**config.mk**
```make
export PLATFORM = sky130hd
export DESIGN_NAME = mac4_acc_flat
export DESIGN_NICKNAME = d
export VERILOG_FILES = /design/src/rtl/mac4_acc_pkg.sv /design/src/rtl/mac4_acc_if.sv /design/src/rtl/mac4_acc_mul4.sv /design/src/rtl/mac4_acc.sv /design/src/flat_wrapper.sv
export SDC_FILE = /design/constraint.sdc
export NUM_CORES = 1
export LEC_CHECK = 0
export ABC_AREA = 1
export CORE_UTILIZATION = 35
export DETAILED_ROUTE_END_ITERATION = 16
export HOLD_SLACK_MARGIN = 0.03
export MAX_ROUTING_LAYER = met4
export PLACE_DENSITY = 0.63
export SYNTH_ARGS = -nofsm -noshare
export SYNTH_HDL_FRONTEND = slang
export SYNTH_SLANG_ARGS = --single-unit
```
**constraint.sdc**
```tcl
create_clock -name clk -period 3 [get_ports clk]
set_clock_uncertainty 0.2 [all_clocks]
set_input_delay 0.6 -clock clk [delete_from_list [all_inputs] [get_ports clk]]
set_output_delay 0.6 -clock clk [all_outputs]
set_load 0.02 [all_outputs]
```
**src/rtl/mac4_acc_pkg.sv**
```systemverilog
// Shared types and sizing constants for the 4x4 multiply-accumulate frame engine.
package mac4_pkg;

  typedef enum logic [1:0] {
    ACC   = 2'd0,
    FLUSH = 2'd1,
    DONE  = 2'd2
  } state_e;

  localparam int MAX_BEATS = 16;
  localparam int ACC_W     = 12;
  localparam int CNT_W     = 5;

  // Zero-extend an 8-bit product to accumulator width.
  function automatic logic [ACC_W-1:0] prod_ext(input logic [7:0] p);
    return {{(ACC_W-8){1'b0}}, p};
  endfunction

endpackage

```
**src/rtl/mac4_acc_if.sv**
```systemverilog
// Operand/result handshake bundle between a producer/consumer (master) and mac4_acc (slave).
interface mac4_acc_if;
  import mac4_pkg::*;

  logic             in_valid;
  logic             in_ready;
  logic [3:0]       a;
  logic [3:0]       b;
  logic             in_last;
  logic             out_valid;
  logic             out_ready;
  logic [ACC_W-1:0] acc_out;
  logic [CNT_W-1:0] beat_cnt;

  modport master (
    output in_valid, a, b, in_last, out_ready,
    input  in_ready, out_valid, acc_out, beat_cnt
  );

  modport slave (
    input  in_valid, a, b, in_last, out_ready,
    output in_ready, out_valid, acc_out, beat_cnt
  );

endinterface

```
**src/rtl/mac4_acc_mul4.sv**
```systemverilog
// Unsigned 4x4 -> 8 bit combinational multiplier.
module mul4 (
  input  logic [3:0] a_i,
  input  logic [3:0] b_i,
  output logic [7:0] p_o
);

  assign p_o = {4'b0000, a_i} * {4'b0000, b_i};

endmodule

```
**src/rtl/mac4_acc.sv**
```systemverilog
// Frame-based multiply-accumulate: sums a*b over up to MAX_BEATS beats, then holds the result
// until the consumer takes it.
module mac4_acc #(
  parameter int MAX_BEATS = mac4_pkg::MAX_BEATS
) (
  input  logic       clk,
  input  logic       rst,
  mac4_acc_if.slave  bus
);
  import mac4_pkg::*;

  state_e           state_q, state_d;
  logic [3:0]       op_a_q, op_a_d;
  logic [3:0]       op_b_q, op_b_d;
  logic             op_last_q, op_last_d;
  logic             op_vld_q, op_vld_d;
  logic [ACC_W-1:0] acc_q, acc_d;
  logic [CNT_W-1:0] cnt_q, cnt_d;
  logic             out_valid_q, out_valid_d;

  logic             accept_s;
  logic             last_s;
  logic [CNT_W-1:0] beats_seen_s;
  logic [7:0]       prod_s;

  mul4 u_mul4 (
    .a_i (op_a_q),
    .b_i (op_b_q),
    .p_o (prod_s)
  );

  assign accept_s     = bus.in_valid && (state_q == ACC);
  // The beat in the operand register has not reached cnt yet, so count it here.
  assign beats_seen_s = cnt_q + {{(CNT_W-1){1'b0}}, op_vld_q};
  assign last_s       = bus.in_last || (beats_seen_s == CNT_W'(MAX_BEATS - 1));

  assign bus.in_ready  = (state_q == ACC) && !rst;
  assign bus.out_valid = out_valid_q;
  assign bus.acc_out   = acc_q;
  assign bus.beat_cnt  = cnt_q;

  // Next-state logic for the sequencer, operand register and accumulator.
  always_comb begin
    state_d     = state_q;
    op_a_d      = op_a_q;
    op_b_d      = op_b_q;
    op_last_d   = op_last_q;
    op_vld_d    = 1'b0;
    acc_d       = acc_q;
    cnt_d       = cnt_q;
    out_valid_d = out_valid_q;

    if (accept_s) begin
      op_a_d    = bus.a;
      op_b_d    = bus.b;
      op_last_d = last_s;
      op_vld_d  = 1'b1;
    end else begin
      op_vld_d  = 1'b0;
    end

    if (op_vld_q) begin
      acc_d = acc_q + prod_ext(prod_s);
      cnt_d = cnt_q + {{(CNT_W-1){1'b0}}, 1'b1};
    end else begin
      acc_d = acc_q;
      cnt_d = cnt_q;
    end

    case (state_q)
      ACC: begin
        if (accept_s && last_s) begin
          state_d = FLUSH;
        end else begin
          state_d = ACC;
        end
      end
      FLUSH: begin
        state_d     = DONE;
        out_valid_d = op_last_q;
      end
      DONE: begin
        if (bus.out_ready) begin
          state_d     = ACC;
          acc_d       = {ACC_W{1'b0}};
          cnt_d       = {CNT_W{1'b0}};
          out_valid_d = 1'b0;
        end else begin
          state_d     = DONE;
        end
      end
      default: begin
        state_d     = ACC;
        out_valid_d = 1'b0;
      end
    endcase
  end

  // State registers with asynchronous reset.
  always_ff @(posedge clk or posedge rst) begin
    if (rst) begin
      state_q     <= ACC;
      op_a_q      <= 4'd0;
      op_b_q      <= 4'd0;
      op_last_q   <= 1'b0;
      op_vld_q    <= 1'b0;
      acc_q       <= {ACC_W{1'b0}};
      cnt_q       <= {CNT_W{1'b0}};
      out_valid_q <= 1'b0;
    end else begin
      state_q     <= state_d;
      op_a_q      <= op_a_d;
      op_b_q      <= op_b_d;
      op_last_q   <= op_last_d;
      op_vld_q    <= op_vld_d;
      acc_q       <= acc_d;
      cnt_q       <= cnt_d;
      out_valid_q <= out_valid_d;
    end
  end

endmodule

```
**src/flat_wrapper.sv**
```systemverilog
// flat-port wrapper written by rule: the top's interface ports become plain ports
module mac4_acc_flat import mac4_pkg::*;
#(
  parameter int MAX_BEATS = mac4_pkg::MAX_BEATS
)
  (clk, rst, bus_in_valid, bus_a, bus_b, bus_in_last, bus_out_ready, bus_in_ready, bus_out_valid, bus_acc_out, bus_beat_cnt);
  mac4_acc_if bus_i ();
  input  logic clk;
  input  logic rst;
  input wire logic [$bits(bus_i.in_valid)-1:0] bus_in_valid;
  input wire logic [$bits(bus_i.a)-1:0] bus_a;
  input wire logic [$bits(bus_i.b)-1:0] bus_b;
  input wire logic [$bits(bus_i.in_last)-1:0] bus_in_last;
  input wire logic [$bits(bus_i.out_ready)-1:0] bus_out_ready;
  output wire logic [$bits(bus_i.in_ready)-1:0] bus_in_ready;
  output wire logic [$bits(bus_i.out_valid)-1:0] bus_out_valid;
  output wire logic [$bits(bus_i.acc_out)-1:0] bus_acc_out;
  output wire logic [$bits(bus_i.beat_cnt)-1:0] bus_beat_cnt;
  assign bus_i.in_valid = bus_in_valid;
  assign bus_i.a = bus_a;
  assign bus_i.b = bus_b;
  assign bus_i.in_last = bus_in_last;
  assign bus_i.out_ready = bus_out_ready;
  assign bus_in_ready = bus_i.in_ready;
  assign bus_out_valid = bus_i.out_valid;
  assign bus_acc_out = bus_i.acc_out;
  assign bus_beat_cnt = bus_i.beat_cnt;
  mac4_acc #(.MAX_BEATS(MAX_BEATS)) u_core (.clk(clk), .rst(rst), .bus(bus_i));
endmodule
```
# Word level (Yosys, flattened, before mapping)
# Cells that the tools add are included.
# op_classes
magnitude_cmp	0
mux	12
n_addsub	3
multipliers	1
n_bitwise	1
n_shift	0
div	0
eq_ne	4
reduce_logical	7
# ops
op	count
2-to-1 mux 12 bit	3
2-to-1 mux 5 bit	3
adder 12 x 8 -> 12 bit	1
multiplier 4 x 4 -> 8 bit	1
case mux 2 bit (3 select lines)	1
adder 5 x 1 -> 5 bit	1
adder 5 x 1 -> 5 bit, second input constant	1
equality test 5 x 4 -> 1 bit, second input constant	1
logical AND 1 bit	3
2-to-1 mux 1 bit	3
case mux 1 bit (3 select lines)	1
equality test 2 x 1 -> 1 bit, second input constant	1
equality test 2 bit, second input constant	1
zero test 2 bit	1
2-to-1 mux 2 bit	1
inequality test 2 bit, second input constant	1
AND reduction 2 bit	1
zero test 1 bit	1
logical OR 1 bit	1
inverter 1 bit	1
# totals
output_inout_bits	19
romBits	0
regBits	30
in_bits	13
latch_bits	0
memories	0
mem_bits_rw	0
wordCells	36

# Logic depth before layout (Yosys ltp)
# Gate-level depths: netlist of the first run.
# logic_depth
ltp_word	6
ltp_mapped	16

# Hierarchy
# A second synthesis of the first run with hierarchy kept.
# unflattened
cells_unflattened	296
area_unflattened_um2	2219.6
# modules_own_cells
module	area_per_inst_um2	cells_each	instances
mac4_acc	1751.7	226	1
mul4	467.9	70	1

# Worst setup path after synthesis of the first run
# Ideal clock, no wire load.
# synth_timing
path_type	register -> register
start	reg u_core.op_b_q[3]
end	reg u_core.acc_q[11], in the netlist u_core.bus.acc_out[11]
stages_incl_launch_ff	14
slack_ns	-0.201
synth_period_minus_slack_ns	3.201
path_buffers	0
arrival_time_ns	2.882
cell_sequence	dfrtp_1 -> nand2_1 -> fa_1 -> fa_1 -> fa_1 -> inv_1 -> ha_1 -> nand2_1 -> o21ai_2 -> nand2_1 -> nand2_1 -> nand3_1 -> nand2_1 -> nor2_1
# synth_between
elab_chain_len	5
# synth_lines
item	line	text
from (decl)	mac4_acc.sv:14	logic [3:0] op_b_q, op_b_d;
from (signal assigned)	mac4_acc.sv:113	op_b_q <= op_b_d;
multiplier 4 x 4 -> 8 bit (*)	mac4_acc_mul4.sv:8	assign p_o = {4'b0000, a_i} * {4'b0000, b_i};
adder 12 x 8 -> 12 bit (*)	mac4_acc.sv:63	acc_d = acc_q + prod_ext(prod_s);
2-to-1 mux 12 bit (*)	mac4_acc.sv:62	if (op_vld_q) begin
2-to-1 mux 12 bit	mac4_acc.sv:83	if (bus.out_ready) begin
2-to-1 mux 12 bit (*)	mac4_acc.sv:70	case (state_q)
via u_core.acc_d[11]	mac4_acc.sv:17	logic [ACC_W-1:0] acc_q, acc_d;
to (signal assigned)	mac4_acc.sv:107	acc_q <= {ACC_W{1'b0}};
to (decl)	mac4_acc.sv:17	
# Mark *: on every way through the listed nets, which the timed path passes. The rest lies on a longest branch.
# A chain may end at the register's enable or synchronous reset.

# Worst setup path in the final report of the first run
# layout_timing
start	reg u_core.op_b_q[2]
end	reg u_core.acc_q[9], in the netlist u_core.bus.acc_out[9]
# Same word-level chain as after synthesis.

==> flow_summary.ini, run 1 <==
[placement]
detailedPlacementHpwl_um = 3380
routabilityCongestion = 0.839
io_buffers = 31
detailedPlace.worstSlack_ns = -0.266

[outcome]
run_status = complete, but fails checks
violated_checks = setup timing

[floorplan]
initial_utilization_pct = 36.4
die_x_um = 80.7
io_pins = 32
fp-row-count = 28
die_outline_area_um2 = 6510
die_y_um = 80.7
core_area_um2 = 5960

[clock_tree]
worstSkewPairLatency_ns = 0.29
cts-root-buf = clkbuf_8
cts_max_path_buffers = 2
cts_made_buffers = 5
path_clk_slew_ns = 0.07
htreeDepth = 2
tritoncts = yes
post_cts_hold_buffer_count = 0
cts_sinks = 30

[routing]
drt_first_iter_violations = 86
ant_nets = 0
detail_route.wl_per_cell_um = 10.7
drc = 0
drt-pass1-iter-count = 4
drt-total-wl_um = 4460
viasPerCell = 4.55
routed-via-count = 1887

[power]
netSwitchingPower_mw = 1.53
worst_ir_drop_vdd_v = 0.000429
internal_cell_power_mw = 1.82
power.combinational.fraction_pct = 68.5
power_share_of_the_sequential_group_pct = 21.0
power.share.clock_pct = 10.5
p_leak_nw = 1.61
sw_frac_of_total_pct = 45.6
pwr_density_cell_nw_per_um2 = 1170

[timing]
timing_hold_violations_final = 0
max_clock_freq_ghz = 0.311
report.final.setup_viol = 8
timing.final.max_slew_violations = 0
tightestPinTransition_ns = 0.476
setup_ws_ns = -0.210
final.min_clock_period_ns = 3.21
timing.final.crit_share_pct = 107
slew-limit-headroom_pct = 68.2
final.hold.worst_slack_ns = 0.289
rsz0062_at_grt = yes

[synthesis]
synth_cell_type_count = 24
synthCells = 289
yosysSeqAreaShare_pct = 34.7
yosys_register_bits = 30
synthesis.area_per_instance_um2 = 7.49
post_synth_instance_area_um2 = 2170
ys.warnings.count = 0
synth_nets = 332

[critical_path]
capturing_element_type_of_the_critical_path = register
path_max_fanout = 5
worst-setup-path-type = reg -> reg
rr_worst_depth = 13
critPathArrivalTime_ns = 3.20
critPathLaunchType = register
critical_path_required_ns = 2.99

[global_route]
grt_start_max_net_pins = 31
antenna_found_initial = 0
grt_pass1_vias = 1803
grt-ovfl-total = 0
grt_use_total_pct = 16.2
wire_length_of_the_first_global_routing_pass_um = 7820

[cells_and_area]
mostFrequentLayoutCells = nand2_1, inv_1, clkdlybuf4s50_1
net_count_final = 382
layout.cells.most_common = nand2_1
fill_cells = 582
area_delta_synth_final_pct = 32.5
layout-drive-gt1-share_pct = 15.0
antenna-diode-count = 0

[hold_path]
hold_path.class = reg -> reg
min_delay_path_depth = 1

[job]
maxCapViolCount = 0
==> routing by layer <==
metal	global-route usage, %	vias up	part of all wire, %	wire, um
li1	-	993	-	-
met1	20.0	849	46	2060
met2	25.8	36	48	2130
met3	3.41	9	3.5	154
met4	6.79	0	2.4	108
met5	-	-	0	0
==> state kept, by name (all words and copies together), names as in the netlist <==
register / flops
u_core.state_q: 2
u_core.bus.beat_cnt: 5
u_core.bus.out_valid: 1
u_core.op_b_q: 4
u_core.op_last_q: 1
u_core.op_vld_q: 1
u_core.op_a_q: 4
u_core.bus.acc_out: 12
==> critical path, stage by stage (launching register included) <==
cell	delay, ns
dfrtp_1	0.41
nand2_2	0.08
fa_1	0.52
fa_1	0.43
fa_1	0.50
inv_2	0.04
ha_4	0.29
nand2_2	0.08
o21ai_4	0.20
nand2_2	0.08
nand2_2	0.08
nand3_1	0.07
nand2_1	0.06
nor2_1	0.05
==> timing repair <==
| action | 4_1_cts | 5_1_grt |
|---|---|---|
| setup buffers | 1 | 2 |
| pin swaps | 4 | 10 |
| endpoints found under the setup margin | 9 | 9 |
| resized for setup | 9 | 9 |
==> cell usage after synthesis (all sizes together) <==
cell / number / share of area, %
nand3: 20 / 4.9
buf: 4 / 1.3
nand4: 4 / 1.2
dfrtp: 30 / 35
a32o: 1 / 0.46
fa: 9 / 8.3
nand3b: 1 / 0.35
inv: 61 / 11
and2: 1 / 0.35
xnor2: 1 / 0.40
o211ai: 1 / 0.35
nand2: 83 / 14
nor3: 4 / 0.92
clkinv: 1 / 0.17
a21oi: 10 / 2.5
nor2: 28 / 4.9
o21ai: 9 / 2.3
ha: 21 / 12
==> stage by stage <==
stage | cell area [um2] | instances | setup TNS, ns | util, % | power (mW)
5_1_grt | 2870 | 415 | -2.85 | 48.2 | 3.71
3_5_place_dp | 2670 | 404 | -1.64 | 44.7 | 2.71
3_3_place_gp | 2670 | 404 | -1.18 | 44.7 | 2.69
6_report | 2870 | 415 | -1.40 | 48.2 | 3.35
2_1_floorplan | 2190 | 289 | -0.360 | - | 2.06
4_1_cts | 2810 | 413 | -1.27 | 47.2 | 3.21
==> kinds of logic after synthesis <==
| group | Yosys count | synth area share [%] |
|---|---|---|
| buffers and inverters | 66 | 12.1 |
| xor gates and xnor gates | 1 | 0.404 |
| and+or+nand+nor | 141 | 26.9 |
| AOI/OAI and AO/OA | 21 | 5.55 |
| adders and majority gates | 30 | 20.5 |
| DFF | 30 | 34.7 |
==> area by class of cell <==
type | instances | area, um2 | area share, %
Clock inverter | 2 | 12.5 | 0.436
Timing Repair Buffer | 47 | 430 | 15.0
Multi-Input combinational cell | 193 | 1270 | 44.2
Tap cell | 75 | 93.8 | 3.27
Inverter | 62 | 233 | 8.11
Clock buffer | 6 | 82.6 | 2.88
Sequential cell | 30 | 751 | 26.2
==> worst paths after layout <==
| check | start | endpoint | slack, ns |
|---|---|---|---|
| max in group asynchronous | rst | u_core.bus.beat_cnt[1] | 1.80 |
| min in group asynchronous | rst | u_core.bus.acc_out[6] | 0.52 |
| min reg2reg | u_core.bus.beat_cnt[4] | u_core.bus.beat_cnt[4] | 0.29 |
| max reg2reg | u_core.op_b_q[2] | u_core.bus.acc_out[9] | -0.21 |
| max | u_core.op_b_q[2] | u_core.bus.acc_out[9] | -0.21 |
| min | u_core.bus.beat_cnt[4] | u_core.bus.beat_cnt[4] | 0.29 |
==> power by group through the flow <==
stage	registers, mW	logic [mW]	clock network (mW)
floorplan	0.821	1.24	0
global placement	0.708	1.98	0
detailed placement	0.710	2.01	0
CTS	0.705	2.14	0.364
global route	0.728	2.60	0.378
finish	0.705	2.29	0.351
Note: power is estimated with default switching activity, not from simulation.
==> run 2: changes to the inputs <==
--- a/config.mk
+++ b/config.mk
@@ -10,7 +10,7 @@
 export DETAILED_ROUTE_END_ITERATION = 16
 export HOLD_SLACK_MARGIN = 0.03
 export MAX_ROUTING_LAYER = met4
-export PLACE_DENSITY = 0.63
+export PLACE_DENSITY = 0.61
 export SYNTH_ARGS = -nofsm -noshare
 export SYNTH_HDL_FRONTEND = slang
 export SYNTH_SLANG_ARGS = --single-unit
==> constraint.sdc (replaced) <==
create_clock -name clk -period 3.9 [get_ports clk]
set_clock_uncertainty 0.2 [all_clocks]
set_input_delay 0.78 -clock clk [delete_from_list [all_inputs] [get_ports clk]]
set_output_delay 0.78 -clock clk [all_outputs]
set_load 0.02 [all_outputs]
==> run 2 against run 1 <==
Non-clock buffer count decreased by 14. Utilization is 3.7 points lower. Sequential share of layout area rose by 2.2 points. Sequential cell count is the same. Critical path type unchanged. Worst hold slack better by 0.011 ns. Wire length fell by 1.7%. Via count is 3.4% lower. The flow now finishes without violations. Clock-buffer cell count stayed put. Sequential power shrank 22%. Global-route usage barely moved.
==> flow_summary.ini, run 2 (same netlist as run 1, synthesis figures left out) <==
[critical_path]
critPathLaunchType = register
rr_endpoint = u_core.bus.acc_out[9]
critical_path_required_ns = 3.88
path_max_fanout = 5
r2r_slack_ns = 0.52
capturing_element_type_of_the_critical_path = register
critPathArrivalTime_ns = 3.36
rr_worst_depth = 13
worst-setup-path-type = reg -> reg
critical_path.reg2reg.startpoint = u_core.op_a_q[0]

[routing]
drt-pass1-iter-count = 4
drt-total-wl_um = 4380
ant_nets = 0
drc = 0
detail_route.wl_per_cell_um = 10.9
routed-via-count = 1822
viasPerCell = 4.54
drt_first_iter_violations = 57

[clock_tree]
cts_resized = 0
cts_sinks = 30
htreeDepth = 2
tritoncts = yes
path_clk_slew_ns = 0.07
post_cts_hold_buffer_count = 0
cts_max_path_buffers = 2
cts_made_buffers = 5
cts-root-buf = clkbuf_8
worstSkewPairLatency_ns = 0.29
postCtsSetupBuffers = 0

[power]
p_leak_nw = 1.51
pwr_density_cell_nw_per_um2 = 813
worst_ir_drop_vdd_v = 0.000315

[floorplan]
die_y_um = 80.7
die_outline_area_um2 = 6510
core_area_um2 = 5960
io_pins = 32
initial_utilization_pct = 36.4
die_x_um = 80.7
fp-row-count = 28

[placement]
io_buffers = 31
detailedPlacementHpwl_um = 3410
detailedPlace.worstSlack_ns = 0.513
routabilityCongestion = 0.881
place_inst = 393

[cells_and_area]
mostFrequentLayoutCells = nand2_1, inv_1, clkdlybuf4s50_1
layout-drive-gt1-share_pct = 4.29
layout.cells.most_common = nand2_1
largest_reg_flops = 12
final_cells = 401
net_count_final = 368
antenna-diode-count = 0
area_delta_synth_final_pct = 22.4

[hold_path]
holdPathEnd = u_core.bus.beat_cnt[4]
worst_hold_startpoint = u_core.bus.beat_cnt[4]
min_delay_path_depth = 1
hold_path.class = reg -> reg

[global_route]
grt-ovfl-total = 0
grt_use_total_pct = 16.2
grt_pass1_vias = 1758
grt_start_max_net_pins = 31
wire_length_of_the_first_global_routing_pass_um = 7670
antenna_found_initial = 0

[timing]
tightestPinTransition_ns = 0.478
timing.final.crit_share_pct = 86.8
max_clock_freq_ghz = 0.296
setup_ws_ns = 0.516
finalSetupTns_ns = 0
timing.final.max_slew_violations = 0
slew-limit-headroom_pct = 68.0
timing_hold_violations_final = 0
report.final.setup_viol = 0
final.min_clock_period_ns = 3.38
rsz0062_at_grt = no

[outcome]
run_status = completed

[job]
maxCapViolCount = 0
run 2: critical path, stage by stage, from the launching register on:
cell and delay, ns:
dfrtp_1 0.40, nand2_1 0.10, fa_1 0.51, fa_1 0.51, fa_1 0.51, inv_1 0.04, ha_1 0.34, nand2_1 0.10
o21ai_2 0.19, nand2_1 0.07, nand2_1 0.12, nand3_1 0.08, nand2_1 0.06, nor2_1 0.05
run 2: worst max-delay path by stage:
stage                                 from                      to  slack (ns)  cells after the start
after CTS                 u_core.op_b_q[2]   u_core.bus.acc_out[9]        0.50                     13
final                     u_core.op_a_q[0]   u_core.bus.acc_out[9]        0.52                     13
after global placement    u_core.op_b_q[2]   u_core.bus.acc_out[9]        0.56                     13
after global routing      u_core.op_b_q[2]   u_core.bus.acc_out[9]        0.28                     13
after detailed placement  u_core.op_b_q[2]   u_core.bus.acc_out[9]        0.51                     13
after floorplan           u_core.op_b_q[3]  u_core.bus.acc_out[11]        0.70                     13
run 2: metrics by stage:
stage               utilization [%]  instance area [um2]  hold WS [ns]  power, mW
finish                         44.5                 2650         0.300       2.16
detailed placement             42.9                 2560         0.290       1.91
global route                   44.5                 2650         0.335       2.43
CTS                            44.5                 2650         0.306       2.20
floorplan                         -                 2170         0.260       1.53
global placement               42.9                 2560         0.282       1.89
run 2: power by group:
| group | internal [mW] | leakage, nW | switching (mW) | total [mW] |
|---|---|---|---|---|
| sequential | 0.429 | 0.371 | 0.119 | 0.548 |
| clock | 0.142 | 0.0472 | 0.129 | 0.271 |
| combinational | 0.564 | 1.09 | 0.774 | 1.34 |
| total | 1.13 | 1.51 | 1.02 | 2.16 |
run 2: layout make-up:
class                   count  area, um2
inverters                  62        233
clock buffers               6       82.6
repair buffers             33        325
multi-input cells         193       1150
clock inverters             2       12.5
well taps                  75       93.8
fillers                   640       3300
flip-flops and latches     30        751
run 2: routing by layer:
layer	vias to the layer above	global-route usage, %	wire length, um
met1	823	20.2	2080
met4	0	6.43	83
met3	6	3.07	129
met2	31	25.8	2090
li1	962	-	-
met5	-	-	0
